[src/rtl/mesi_pkg.sv]
`default_nettype none
// ============================================================================
// Module   : mesi_pkg
// Purpose  : Shared types and constants for the snooping MESI system.
//            It defines the line states, the bus messages, and the bit
//            fields of a cache line and of a processor instruction.
// Revision : 1.0 - initial release
// ============================================================================
package mesi_pkg;

   localparam int LINES  = 4;
   localparam int ADDR_W = 3;
   localparam int DATA_W = 8;
   localparam int IDX_W  = $clog2(LINES);
   localparam int LINE_W = ADDR_W + 3 + DATA_W;

   // Cache line fields: {tag, state, data}
   localparam int c_line_tag_hi = 13;
   localparam int c_line_tag_lo = 11;
   localparam int c_line_st_hi  = 10;
   localparam int c_line_st_lo  = 8;
   localparam int c_line_dat_hi = 7;
   localparam int c_line_dat_lo = 0;

   // Instruction fields: {pid, op, addr, data}
   localparam int c_ins_pid_hi  = 13;
   localparam int c_ins_pid_lo  = 12;
   localparam int c_ins_op_bit  = 11;
   localparam int c_ins_adr_hi  = 10;
   localparam int c_ins_adr_lo  = 8;
   localparam int c_ins_dat_hi  = 7;
   localparam int c_ins_dat_lo  = 0;

   typedef enum logic [2:0] {
      ST_INVALID   = 3'b000,
      ST_SHARED    = 3'b001,
      ST_EXCLUSIVE = 3'b010,
      ST_MODIFIED  = 3'b011
   } mesi_state_t;

   typedef enum logic [1:0] {
      MSG_NONE       = 2'b00,
      MSG_READ_MISS  = 2'b01,
      MSG_WRITE_MISS = 2'b10,
      MSG_INVALIDATE = 2'b11
   } bus_msg_t;

   function automatic logic [LINE_W-1:0] make_line(input logic [ADDR_W-1:0] tag,
                                                   input mesi_state_t        st,
                                                   input logic [DATA_W-1:0]  data);
      return {tag, st, data};
   endfunction

endpackage
`default_nettype wire

[src/rtl/mesi_cache_ctrl.sv]
`default_nettype none
// ============================================================================
// Module   : mesi_cache_ctrl
// Purpose  : A direct-mapped MESI cache with its controller. In one cycle it
//            acts either as the requester (a hit or a miss, a victim
//            write-back, a bus message) or as a snooper reacting to another
//            cache's bus message.
// Ports    : clk, rst (async); i_req/i_rd/i_addr/i_wdata = current instruction;
//            i_bus_msg = message from the requester;
//            i_snp_m/i_snp_se/i_snp_data = aggregated snooper status;
//            i_mem_data = memory word at i_addr;
//            o_msg, o_victim_* = requester outputs;
//            o_hold_m/o_hold_se/o_line_data = this cache's snoop status
// Revision : 1.0 - initial release
// ============================================================================
module mesi_cache_ctrl
   import mesi_pkg::*;
(
   input  logic              clk,
   input  logic              rst,
   input  logic              i_req,
   input  logic              i_rd,
   input  logic [ADDR_W-1:0] i_addr,
   input  logic [DATA_W-1:0] i_wdata,
   input  bus_msg_t          i_bus_msg,
   input  logic              i_snp_m,
   input  logic              i_snp_se,
   input  logic [DATA_W-1:0] i_snp_data,
   input  logic [DATA_W-1:0] i_mem_data,
   output bus_msg_t          o_msg,
   output logic              o_hold_m,
   output logic              o_hold_se,
   output logic [DATA_W-1:0] o_line_data,
   output logic              o_victim_wb,
   output logic [ADDR_W-1:0] o_victim_addr,
   output logic [DATA_W-1:0] o_victim_data
);

   logic [LINE_W-1:0] cache_data [0:LINES-1];

   logic [IDX_W-1:0]  w_idx;
   logic [LINE_W-1:0] w_line;
   logic [ADDR_W-1:0] w_tag;
   mesi_state_t       w_state;
   logic [DATA_W-1:0] w_data;
   logic              w_hit;
   logic              w_wr_en;
   logic [LINE_W-1:0] w_next_line;

   assign w_idx   = i_addr[IDX_W-1:0];
   assign w_line  = cache_data[w_idx];
   assign w_tag   = w_line[c_line_tag_hi:c_line_tag_lo];
   assign w_state = mesi_state_t'(w_line[c_line_st_hi:c_line_st_lo]);
   assign w_data  = w_line[c_line_dat_hi:c_line_dat_lo];
   // A matching tag in INVALID still counts as a miss.
   assign w_hit   = (w_tag == i_addr) && (w_state != ST_INVALID);

   assign o_hold_m      = w_hit && (w_state == ST_MODIFIED);
   assign o_hold_se     = w_hit && ((w_state == ST_SHARED) || (w_state == ST_EXCLUSIVE));
   assign o_line_data   = w_data;
   assign o_victim_addr = w_tag;
   assign o_victim_data = w_data;

   // The bus message and the victim flag depend only on this cache. They
   // are kept apart from the next-line logic so the bus message does not
   // loop back through the snoop inputs.
   always_comb begin
      o_msg       = MSG_NONE;
      o_victim_wb = 1'b0;
      if (i_req && !w_hit) begin
         o_msg       = i_rd ? MSG_READ_MISS : MSG_WRITE_MISS;
         // On a miss a MODIFIED line must hold a different tag.
         o_victim_wb = (w_state == ST_MODIFIED);
      end else if (i_req && !i_rd && (w_state == ST_SHARED)) begin
         o_msg = MSG_INVALIDATE;
      end
   end

   always_comb begin
      w_wr_en     = 1'b0;
      w_next_line = w_line;
      if (i_req) begin
         if (i_rd) begin
            if (!w_hit) begin
               w_wr_en     = 1'b1;
               w_next_line = make_line(i_addr,
                                       (i_snp_m || i_snp_se) ? ST_SHARED : ST_EXCLUSIVE,
                                       i_snp_m ? i_snp_data : i_mem_data);
            end
         end else begin
            // Every write leaves the requester MODIFIED with the new data.
            w_wr_en     = 1'b1;
            w_next_line = make_line(i_addr, ST_MODIFIED, i_wdata);
         end
      end else if (w_hit) begin
         case (i_bus_msg)
            MSG_READ_MISS: begin
               w_wr_en     = 1'b1;
               w_next_line = make_line(w_tag, ST_SHARED, w_data);
            end
            MSG_WRITE_MISS, MSG_INVALIDATE: begin
               w_wr_en     = 1'b1;
               w_next_line = make_line(w_tag, ST_INVALID, w_data);
            end
            default: ;
         endcase
      end
   end

   always_ff @(posedge clk or posedge rst) begin
      if (rst) begin
         for (int i = 0; i < LINES; i++)
            cache_data[i] <= make_line(ADDR_W'(i), ST_INVALID, '0);
      end else if (w_wr_en) begin
         cache_data[w_idx] <= w_next_line;
      end
   end

endmodule
`default_nettype wire

[src/rtl/mesi_mem.sv]
`default_nettype none
// ============================================================================
// Module   : mesi_mem
// Purpose  : Shared main memory. It has one combinational read port and two
//            write ports. Port A takes the snooper supply and port B takes
//            the requester victim. Both ports can commit in the same cycle.
// Ports    : clk, rst (async), i_raddr/o_rdata, i_we_a/i_addr_a/i_data_a,
//            i_we_b/i_addr_b/i_data_b
// Revision : 1.0 - initial release
// ============================================================================
module mesi_mem
   import mesi_pkg::*;
#(
   parameter int MEM_WORDS = 8
) (
   input  logic              clk,
   input  logic              rst,
   input  logic [ADDR_W-1:0] i_raddr,
   output logic [DATA_W-1:0] o_rdata,
   input  logic              i_we_a,
   input  logic [ADDR_W-1:0] i_addr_a,
   input  logic [DATA_W-1:0] i_data_a,
   input  logic              i_we_b,
   input  logic [ADDR_W-1:0] i_addr_b,
   input  logic [DATA_W-1:0] i_data_b
);

   logic [DATA_W-1:0] mem [0:MEM_WORDS-1];

   assign o_rdata = mem[i_raddr];

   always_ff @(posedge clk or posedge rst) begin
      if (rst) begin
         for (int i = 0; i < MEM_WORDS; i++) mem[i] <= '0;
      end else begin
         if (i_we_a) mem[i_addr_a] <= i_data_a;
         if (i_we_b) mem[i_addr_b] <= i_data_b;
      end
   end

endmodule
`default_nettype wire

[src/rtl/snoop_mesi_system.sv]
`default_nettype none
// ============================================================================
// Module   : snoop_mesi_system
// Purpose  : A three-processor snooping MESI system on one shared bus. It
//            executes one instruction per clock. The processor id selects
//            which cache is the requester.
// Ports    : clock, reset (async, active-high);
//            instruction[13:0] = {pid, op, addr, wdata};
//            bus_out[4:0] = {msg, addr}; wr_bus = memory write-back this cycle;
//            emitter[2:0] = one-hot id of the cache placing the message
// Revision : 1.0 - initial release
// ============================================================================
module snoop_mesi_system
   import mesi_pkg::*;
(
   input  logic        clock,
   input  logic        reset,
   input  logic [13:0] instruction,
   output logic [4:0]  bus_out,
   output logic        wr_bus,
   output logic [2:0]  emitter
);

   localparam int NPROC = 3;

   logic [1:0]        w_pid;
   logic              w_rd;
   logic [ADDR_W-1:0] w_addr;
   logic [DATA_W-1:0] w_wdata;
   logic [NPROC-1:0]  w_req;

   bus_msg_t          w_msg_c   [NPROC];
   logic [NPROC-1:0]  w_hold_m, w_hold_se, w_vwb;
   logic [DATA_W-1:0] w_line_d  [NPROC];
   logic [ADDR_W-1:0] w_vaddr_c [NPROC];
   logic [DATA_W-1:0] w_vdata_c [NPROC];

   bus_msg_t          w_msg;
   logic              w_vwb_any;
   logic [ADDR_W-1:0] w_vaddr;
   logic [DATA_W-1:0] w_vdata;
   logic              w_snp_m, w_snp_se, w_snp_wb;
   logic [DATA_W-1:0] w_snp_data;
   logic [DATA_W-1:0] w_mem_rdata;

   assign w_pid   = instruction[c_ins_pid_hi:c_ins_pid_lo];
   assign w_rd    = instruction[c_ins_op_bit];
   assign w_addr  = instruction[c_ins_adr_hi:c_ins_adr_lo];
   assign w_wdata = instruction[c_ins_dat_hi:c_ins_dat_lo];

   // pid 11 matches no cache, so the instruction is a no-op.
   always_comb begin
      w_req = '0;
      for (int i = 0; i < NPROC; i++) w_req[i] = (w_pid == 2'(i));
   end

   // Snooper aggregation excludes the requester. At most one cache can hold
   // the address in MODIFIED, so an OR selects its data.
   always_comb begin
      w_snp_m    = 1'b0;
      w_snp_se   = 1'b0;
      w_snp_data = '0;
      for (int i = 0; i < NPROC; i++) begin
         if (!w_req[i]) begin
            w_snp_m  = w_snp_m  | w_hold_m[i];
            w_snp_se = w_snp_se | w_hold_se[i];
            if (w_hold_m[i]) w_snp_data = w_snp_data | w_line_d[i];
         end
      end
   end

   // Requester multiplexing
   always_comb begin
      w_msg     = MSG_NONE;
      w_vwb_any = 1'b0;
      w_vaddr   = '0;
      w_vdata   = '0;
      for (int i = 0; i < NPROC; i++) begin
         if (w_req[i]) begin
            w_msg     = w_msg_c[i];
            w_vwb_any = w_vwb[i];
            w_vaddr   = w_vaddr_c[i];
            w_vdata   = w_vdata_c[i];
         end
      end
   end

   assign w_snp_wb = w_snp_m && ((w_msg == MSG_READ_MISS) || (w_msg == MSG_WRITE_MISS));

   mesi_cache_ctrl c0 (
      .clk(clock), .rst(reset), .i_req(w_req[0]), .i_rd(w_rd), .i_addr(w_addr),
      .i_wdata(w_wdata), .i_bus_msg(w_msg), .i_snp_m(w_snp_m), .i_snp_se(w_snp_se),
      .i_snp_data(w_snp_data), .i_mem_data(w_mem_rdata), .o_msg(w_msg_c[0]),
      .o_hold_m(w_hold_m[0]), .o_hold_se(w_hold_se[0]), .o_line_data(w_line_d[0]),
      .o_victim_wb(w_vwb[0]), .o_victim_addr(w_vaddr_c[0]), .o_victim_data(w_vdata_c[0])
   );

   mesi_cache_ctrl c1 (
      .clk(clock), .rst(reset), .i_req(w_req[1]), .i_rd(w_rd), .i_addr(w_addr),
      .i_wdata(w_wdata), .i_bus_msg(w_msg), .i_snp_m(w_snp_m), .i_snp_se(w_snp_se),
      .i_snp_data(w_snp_data), .i_mem_data(w_mem_rdata), .o_msg(w_msg_c[1]),
      .o_hold_m(w_hold_m[1]), .o_hold_se(w_hold_se[1]), .o_line_data(w_line_d[1]),
      .o_victim_wb(w_vwb[1]), .o_victim_addr(w_vaddr_c[1]), .o_victim_data(w_vdata_c[1])
   );

   mesi_cache_ctrl c2 (
      .clk(clock), .rst(reset), .i_req(w_req[2]), .i_rd(w_rd), .i_addr(w_addr),
      .i_wdata(w_wdata), .i_bus_msg(w_msg), .i_snp_m(w_snp_m), .i_snp_se(w_snp_se),
      .i_snp_data(w_snp_data), .i_mem_data(w_mem_rdata), .o_msg(w_msg_c[2]),
      .o_hold_m(w_hold_m[2]), .o_hold_se(w_hold_se[2]), .o_line_data(w_line_d[2]),
      .o_victim_wb(w_vwb[2]), .o_victim_addr(w_vaddr_c[2]), .o_victim_data(w_vdata_c[2])
   );

   // Snooper supply and victim eviction always target different addresses.
   mesi_mem #(.MEM_WORDS(8)) m (
      .clk(clock), .rst(reset), .i_raddr(w_addr), .o_rdata(w_mem_rdata),
      .i_we_a(w_snp_wb),  .i_addr_a(w_addr),  .i_data_a(w_snp_data),
      .i_we_b(w_vwb_any), .i_addr_b(w_vaddr), .i_data_b(w_vdata)
   );

   always_comb begin
      bus_out = '0;
      wr_bus  = 1'b0;
      emitter = '0;
      if (!reset) begin
         if (w_msg != MSG_NONE) begin
            bus_out = {w_msg, w_addr};
            emitter = w_req;
         end
         wr_bus = w_snp_wb | w_vwb_any;
      end
   end

endmodule
`default_nettype wire

[config.mk]
export PLATFORM = sky130hd
export DESIGN_NAME = snoop_mesi_system
export DESIGN_NICKNAME = d
export VERILOG_FILES = /design/src/rtl/mesi_pkg.sv /design/src/rtl/mesi_cache_ctrl.sv /design/src/rtl/mesi_mem.sv /design/src/rtl/snoop_mesi_system.sv
export SDC_FILE = /design/constraint.sdc
export NUM_CORES = 1
export LEC_CHECK = 0
export ABC_AREA = 0
export CORE_MARGIN = 10
export CORE_UTILIZATION = 25
export CTS_BUF_LIST = sky130_fd_sc_hd__clkbuf_4
export DETAILED_ROUTE_END_ITERATION = 7
export MAX_ROUTING_LAYER = met4
export PLACE_DENSITY = 0.4
export SETUP_SLACK_MARGIN = 0.05
export SKIP_CTS_REPAIR_TIMING = 1
export SYNTH_ARGS = -nofsm -noshare
export SYNTH_HDL_FRONTEND = slang
export SYNTH_SLANG_ARGS = --single-unit
[constraint.sdc]
create_clock -name clock -period 6.5 [get_ports clock]
set_input_delay 0.65 -clock clock [delete_from_list [all_inputs] [get_ports clock]]
set_output_delay 0.65 -clock clock [all_outputs]
set_load 0.03 [all_outputs]
# After elaboration in Yosys (flattened, before gate mapping)
# Cells that the tools add are included.
dict set report word_totals {
  register_bits 232
  input_bits 16
  out_inout_bits 9
  elab_cells 185
}
dict set report classes {
  magnitude_cmp 6
  eq_ne 17
  mux 94
  n_bitwise 10
  n_reduce_logical 38
}
# op n
set op_table {}
lappend op_table {{two-way mux 14 bit} 16}
lappend op_table {{bitwise mux 56 bit} 3}
lappend op_table {{bitwise mux 64 bit} 2}
lappend op_table {{two-way mux 64 bit} 2}
lappend op_table {{two-way mux 8 bit} 14}
lappend op_table {{binary-select mux 14 bit (select 2 bit)} 3}
lappend op_table {{one-hot mux 11 bit (2 select lines)} 3}
lappend op_table {{demux 8 bit (select 3 bit)} 2}
lappend op_table {{two-way mux 11 bit} 3}
lappend op_table {{demux 14 bit (select 2 bit)} 1}
lappend op_table {{two-way mux 1 bit} 26}
lappend op_table {{binary-select mux 8 bit (select 3 bit)} 1}
lappend op_table {{logical AND 1 bit} 22}
lappend op_table {{two-way mux 2 bit} 11}
lappend op_table {{== test 3 x 2 -> 1 bit (second input constant)} 6}
lappend op_table {{bitwise OR 8 bit} 2}
lappend op_table {{two-way mux 3 bit} 5}
lappend op_table {{two-way mux 5 bit} 2}
lappend op_table {{== test 3 x 1 -> 1 bit (second input constant)} 3}
lappend op_table {{== test 3 bit} 3}
lappend op_table {{nonzero test 3 bit} 3}
lappend op_table {{greater-or-equal comparator 4 bit (second input constant)} 2}
lappend op_table {{less-than comparator 4 x 1 -> 1 bit (second input constant)} 2}
lappend op_table {{inverter 3 -> 4 bit} 2}
lappend op_table {{12 further kinds} 26}

# Logic depth before layout (Yosys ltp)
# Gate-level depths: netlist (run 1).
dict set report depth {
  word_depth 20
  depth_mapped 17
  mapped_depth_nobuf 13
}

# Modules after synthesis
# A second synthesis (run 1) with hierarchy kept.
dict set report hier_totals {
  hier_cells 1143
  hier_area_um2 13877.1
}
# module instances cells_each area_each_um2 seq_area_each_um2
set by_module_without_submodules {}
lappend by_module_without_submodules {mesi_cache_ctrl 3 234 3178.0 1406.3}
lappend by_module_without_submodules {mesi_mem 1 337 3687.3 1601.5}
lappend by_module_without_submodules {snoop_mesi_system 1 104 655.6 0.0}

# Worst setup path after synthesis (run 1)
# No wires, ideal clock.
dict set report synth_timing {
  kind {input-to-output}
  startpoint {in instruction[9]}
  endpoint {out wr_bus}
  arrival_time_ps 3652
  t_required_ps 5850
  slack_ps 2198
  path_stages 12
  path_buffers 2
  path_cell_list {buf_6 > buf_6 > mux4_2 > or3b_2 > or4_1 > a21oi_1 > o31a_2 > ha_1 > nor3_1 > a21oi_1 > nor4bb_1 > o31a_1}
}
dict set report synth_between {
  elab_chain_len 17
}
# item line
set synth_rtl {}
lappend synth_rtl {{start: declaration} snoop_mesi_system.sv:18} ;# input logic [13:0] instruction,
lappend synth_rtl {{inverter 2 -> 3 bit (not written as such)} mesi_cache_ctrl.sv:51} ;# assign w_line = cache_data[w_idx];
lappend synth_rtl {{binary-select mux 14 bit (select 2 bit)} mesi_cache_ctrl.sv:51}
lappend synth_rtl {{two-way mux 14 bit (not written as such) (2 in a row)} mesi_cache_ctrl.sv:51}
lappend synth_rtl {{== test 3 bit / nonzero test 3 bit (equally long branches)} mesi_cache_ctrl.sv:56} ;# assign w_hit = (w_tag == i_addr) && (w_state != ST_INVALID);
lappend synth_rtl {{logical AND 1 bit} mesi_cache_ctrl.sv:56}
lappend synth_rtl {{zero test 1 bit} mesi_cache_ctrl.sv:70} ;# if (i_req && !w_hit) begin
lappend synth_rtl {{logical AND 1 bit} mesi_cache_ctrl.sv:70}
lappend synth_rtl {{two-way mux 2 bit} mesi_cache_ctrl.sv:70}
lappend synth_rtl {{two-way mux 2 bit (3 in a row)} snoop_mesi_system.sv:79} ;# if (w_req[i]) begin
lappend synth_rtl {{== test 2 x 1 -> 1 bit / == test 2 bit (equally long branches)} snoop_mesi_system.sv:88} ;# assign w_snp_wb = w_snp_m && ((w_msg == MSG_READ_MISS) || (w_msg == MSG_WRITE_MISS));
lappend synth_rtl {{logical OR 1 bit} snoop_mesi_system.sv:88}
lappend synth_rtl {{logical AND 1 bit} snoop_mesi_system.sv:88}
lappend synth_rtl {{bitwise OR 1 bit *} snoop_mesi_system.sv:130} ;# wr_bus = w_snp_wb | w_vwb_any;
lappend synth_rtl {{two-way mux 1 bit *} snoop_mesi_system.sv:125} ;# if (!reset) begin
lappend synth_rtl {{end: declaration} snoop_mesi_system.sv:20} ;# output logic wr_bus,
# Every way passes the cells marked *; elsewhere a longest branch is shown, timed or not. The select of a mux whose other input is x is not followed.

# Worst setup path in the final report (run 1)
dict set report layout_timing {
  startpoint {in instruction[8]}
  endpoint {out wr_bus}
}
# Same word-level chain as after synthesis.

==> impl_metrics.json, run 1 <==
{
  "rows": 46,
  "endpoint": "wr_bus",
  "fmaxAchievable_mhz": 176.6,
  "core_area_um2": 15770,
  "status": "finished clean",
  "dr.pass1.iters": 4,
  "htreeDepth": 3,
  "ys.flop_type": "dfrtp_1",
  "tightest_slew_ns": 0.9813,
  "p_int_w": 0.001070,
  "synth_area_um2": 4006,
  "report.final.slew_viol_count": 0,
  "fin_crit_ns": 5.661,
  "startpoint_type": "primary input",
  "fin_ws_ns": 0.8386,
  "synth_cells": 345,
  "cts_root_buf": "clkbuf_4",
  "pre_cts_slack_ns": 0.7286,
  "slew_headroom": 0.3458,
  "drt_iter0_drc": 195,
  "p_sw_frac": 0.3475,
  "synth_top_cells_by_count": "60 x dfrtp_1, 42 x mux2_2, 19 x nor2_1, 17 x nor3_1, 15 x and2_1",
  "grt.overflow.total": 0,
  "fill_cells": 1667,
  "hold_path_class": "flip-flop to flip-flop",
  "start_util": 0.2540,
  "rr_worst_depth": 12,
  "grt_pass1_wl_um": 15780,
  "finClkSkew_ns": 0.01911,
  "power.share.clock": 0.225,
  "synth.top_cell.area_share": 0.3748,
  "num_io_pins": 25,
  "grt_max_degree": 74,
  "ctsLongestPathBuffers": 2,
  "dieArea_um2": 21490,
  "synth.area.top_cells": "dfrtp_1 37%, mux2_2 12%, dfstp_2 7.9%, mux4_2 2.8%, mux4_1 2.6%",
  "p_comb_frac": 0.398,
  "cap_violations": 0,
  "drcViolationCount": 0,
  "insertion_delay_ns": 0.47,
  "worstReg2RegStart": "c1.cache_data[27]$_DFFE_PP0P_",
  "synth_edf_count": 0,
  "fp.dieH_um": 146.6,
  "path_clk_slew_ns": 0.11,
  "cp-end-kind": "primary output",
  "final.period_utilization": 0.8710,
  "synth_nets": 364,
  "wl_per_cell_um": 16.74,
  "port_buffers": 16,
  "vias_per_cell": 4.710,
  "p_seq_frac": 0.377,
  "worstSetupPathType": "primary input to primary output",
  "ant_nets": 0,
  "num_vias": 2760,
  "cts_sinks": 72,
  "grt_pass1_vias": 2746,
  "p_leak_nw": 1.892,
  "fp.dieW_um": 146.6,
  "p_switching_w": 0.0005701,
  "async_flop_share": 1.000,
  "synth_cell_types": 61,
  "track_usage": 0.09642,
  "antenna_found_initial": 1,
  "rsz0062_at_grt": "no",
  "setup_violations": 0,
  "power_w": 0.001640,
  "avgSynthCellArea_um2": 11.61,
  "fin_nets": 383,
  "critPathMaxFanout": 14,
  "worst-r2r-setup-slack_ns": 2.60,
  "yosysTopAreaCell": "dfrtp_1",
  "yosysMostFrequentCell": "dfrtp_1",
  "cp-startpoint": "instruction[8]",
  "cts_tree": "done",
  "cts_buffers": 9,
  "synth_seq_area_share": 0.4535,
  "cp_data_required_time_ns": 5.85,
  "place_congestion": 0.8028,
  "routed_wl_um": 9809,
  "power_per_cell_area_nw_per_um2": 357.3,
  "ys_seq_elements": 72,
  "dp_hpwl_um": 6859,
  "cp.arrival_ns": 5.01,
  "reg2reg_to": "c0.cache_data[41]$_DFFE_PP0P_",
  "setup_tns_ns": 0,
  "drive_above_1_share": 0.2846,
  "syn2layout_area_growth_pct": 14.62,
  "ys_warn_count": 0,
  "ir_drop_v": 0.00009419,
  "hold_viol": 0
}
## cell usage in the layout (no fill, tap or decap), types with 5 or more instances in the layout
master | netlist | final
nor3_1 | 17 | 17
mux2_2 | 42 | 42
xnor2_1 | 6 | 6
mux2_1 | 5 | 5
nand2_1 | 14 | 14
o21ai_0 | 11 | 11
nand2b_1 | 12 | 12
a31oi_1 | 6 | 6
a21oi_1 | 14 | 14
nor2b_1 | 8 | 8
mux2i_1 | 7 | 7
clkbuf_4 | 0 | 10
and2_1 | 15 | 15
dfstp_2 | 12 | 12
dfrtp_1 | 60 | 60
nor2_1 | 19 | 19
buf_4 | 0 | 7
clkdlybuf4s50_1 | 0 | 15
inv_1 | 7 | 6
mux4_2 | 5 | 5
## flip-flops by register name, indices dropped and copies added (netlist names)
signal,flops
c1.cache_data,24
c0.cache_data,24
c2.cache_data,24
## power by group through the flow
stage / logic, W / registers (W) / clock network (W)
6_report: 0.000653 / 0.000619 / 0.000368
3_5_place_dp: 0.000658 / 0.000628 / 0
2_1_floorplan: 0.000514 / 0.000613 / 0
4_1_cts: 0.000661 / 0.000619 / 0.000380
3_3_place_gp: 0.000652 / 0.000626 / 0
5_1_grt: 0.000723 / 0.000635 / 0.000395
## routing by layer
layer | track usage | vias up | wire length [um]
met1 | 0.1249 | 1396 | 4816
met5 | - | - | 0
met4 | 0.04204 | 0 | 200
met2 | 0.1395 | 35 | 4497
li1 | - | 1315 | -
met3 | 0.02379 | 14 | 295
## worst min path at each step
stage | from | endpoint | slack [ns] | cells after the start
after global routing | c2.cache_data[53]$_DFFE_PP0P_ | c2.cache_data[53]$_DFFE_PP0P_ | 0.51 | 1
after CTS | c0.cache_data[54]$_DFFE_PP0P_ | c0.cache_data[54]$_DFFE_PP0P_ | 0.50 | 1
after global placement | c2.cache_data[53]$_DFFE_PP0P_ | c2.cache_data[53]$_DFFE_PP0P_ | 0.47 | 1
final | c0.cache_data[54]$_DFFE_PP0P_ | c0.cache_data[54]$_DFFE_PP0P_ | 0.50 | 1
after detailed placement | c0.cache_data[54]$_DFFE_PP0P_ | c0.cache_data[54]$_DFFE_PP0P_ | 0.47 | 1
after floorplan | c1.cache_data[25]$_DFFE_PP0P_ | c1.cache_data[25]$_DFFE_PP0P_ | 0.45 | 1
## stage by stage
stage,util,instances,instance area (um2),hold WS [ns]
3_3_place_gp,0.2794,569,4407,0.4724
2_1_floorplan,-,345,4006,0.4536
4_1_cts,0.2910,585,4589,0.5036
5_1_grt,0.2912,586,4592,0.5085
6_report,0.2912,586,4592,0.4984
3_5_place_dp,0.2794,569,4407,0.4725
## logic make-up after synthesis
kind of cell             count (synthesis)  share of synthesized area
AND/OR/NAND/NOR                        115                     0.1671
flip-flops                              72                     0.4535
multiplexers                            67                     0.2189
AO/OA/AOI/OAI                           59                     0.1112
buffers and inverters                   23                    0.02686
XOR/XNOR                                 6                    0.01312
adder cells (fa/ha/maj)                  3                   0.009370
## worst max-delay path, cell delays in order
cell and delay [ns]:
clkdlybuf4s50_1 0.97, mux4_2 0.47, or3b_2 0.49, or4_1 0.40, a21oi_1 0.14, o31a_2 0.18
ha_1 0.24, nor3_1 0.18, a21oi_1 0.06, nor4bb_1 0.32, o31a_1 0.20, clkdlybuf4s50_1 0.69
## final cells by class
cell class | instances | area, um2 | area share
clock inverters | 6 | 107.6 | 0.02343
repair buffers | 23 | 207.7 | 0.04523
diodes | 1 | 2.502 | 0.0005450
clock buffers | 10 | 75.07 | 0.01635
flip-flops and latches | 72 | 1817 | 0.3956
inverters | 8 | 30.03 | 0.006540
well taps | 216 | 270.3 | 0.05886
multi-input cells | 250 | 2082 | 0.4534
No activity file was read; power rests on OpenSTA's default activity.
==> run 2: changes to the inputs <==
Settings changed: CTS_CLUSTER_SIZE set to 16, HOLD_SLACK_MARGIN set to 0.15.
==> results of run 2 <==
The final DEF is identical to that of run 1; final timing and power are the same.
==> run 3: changes to the inputs <==
Settings changed: ABC_AREA 0 to unset.
==> results of run 3 <==
The final DEF is identical to that of run 1; final timing and power are the same.
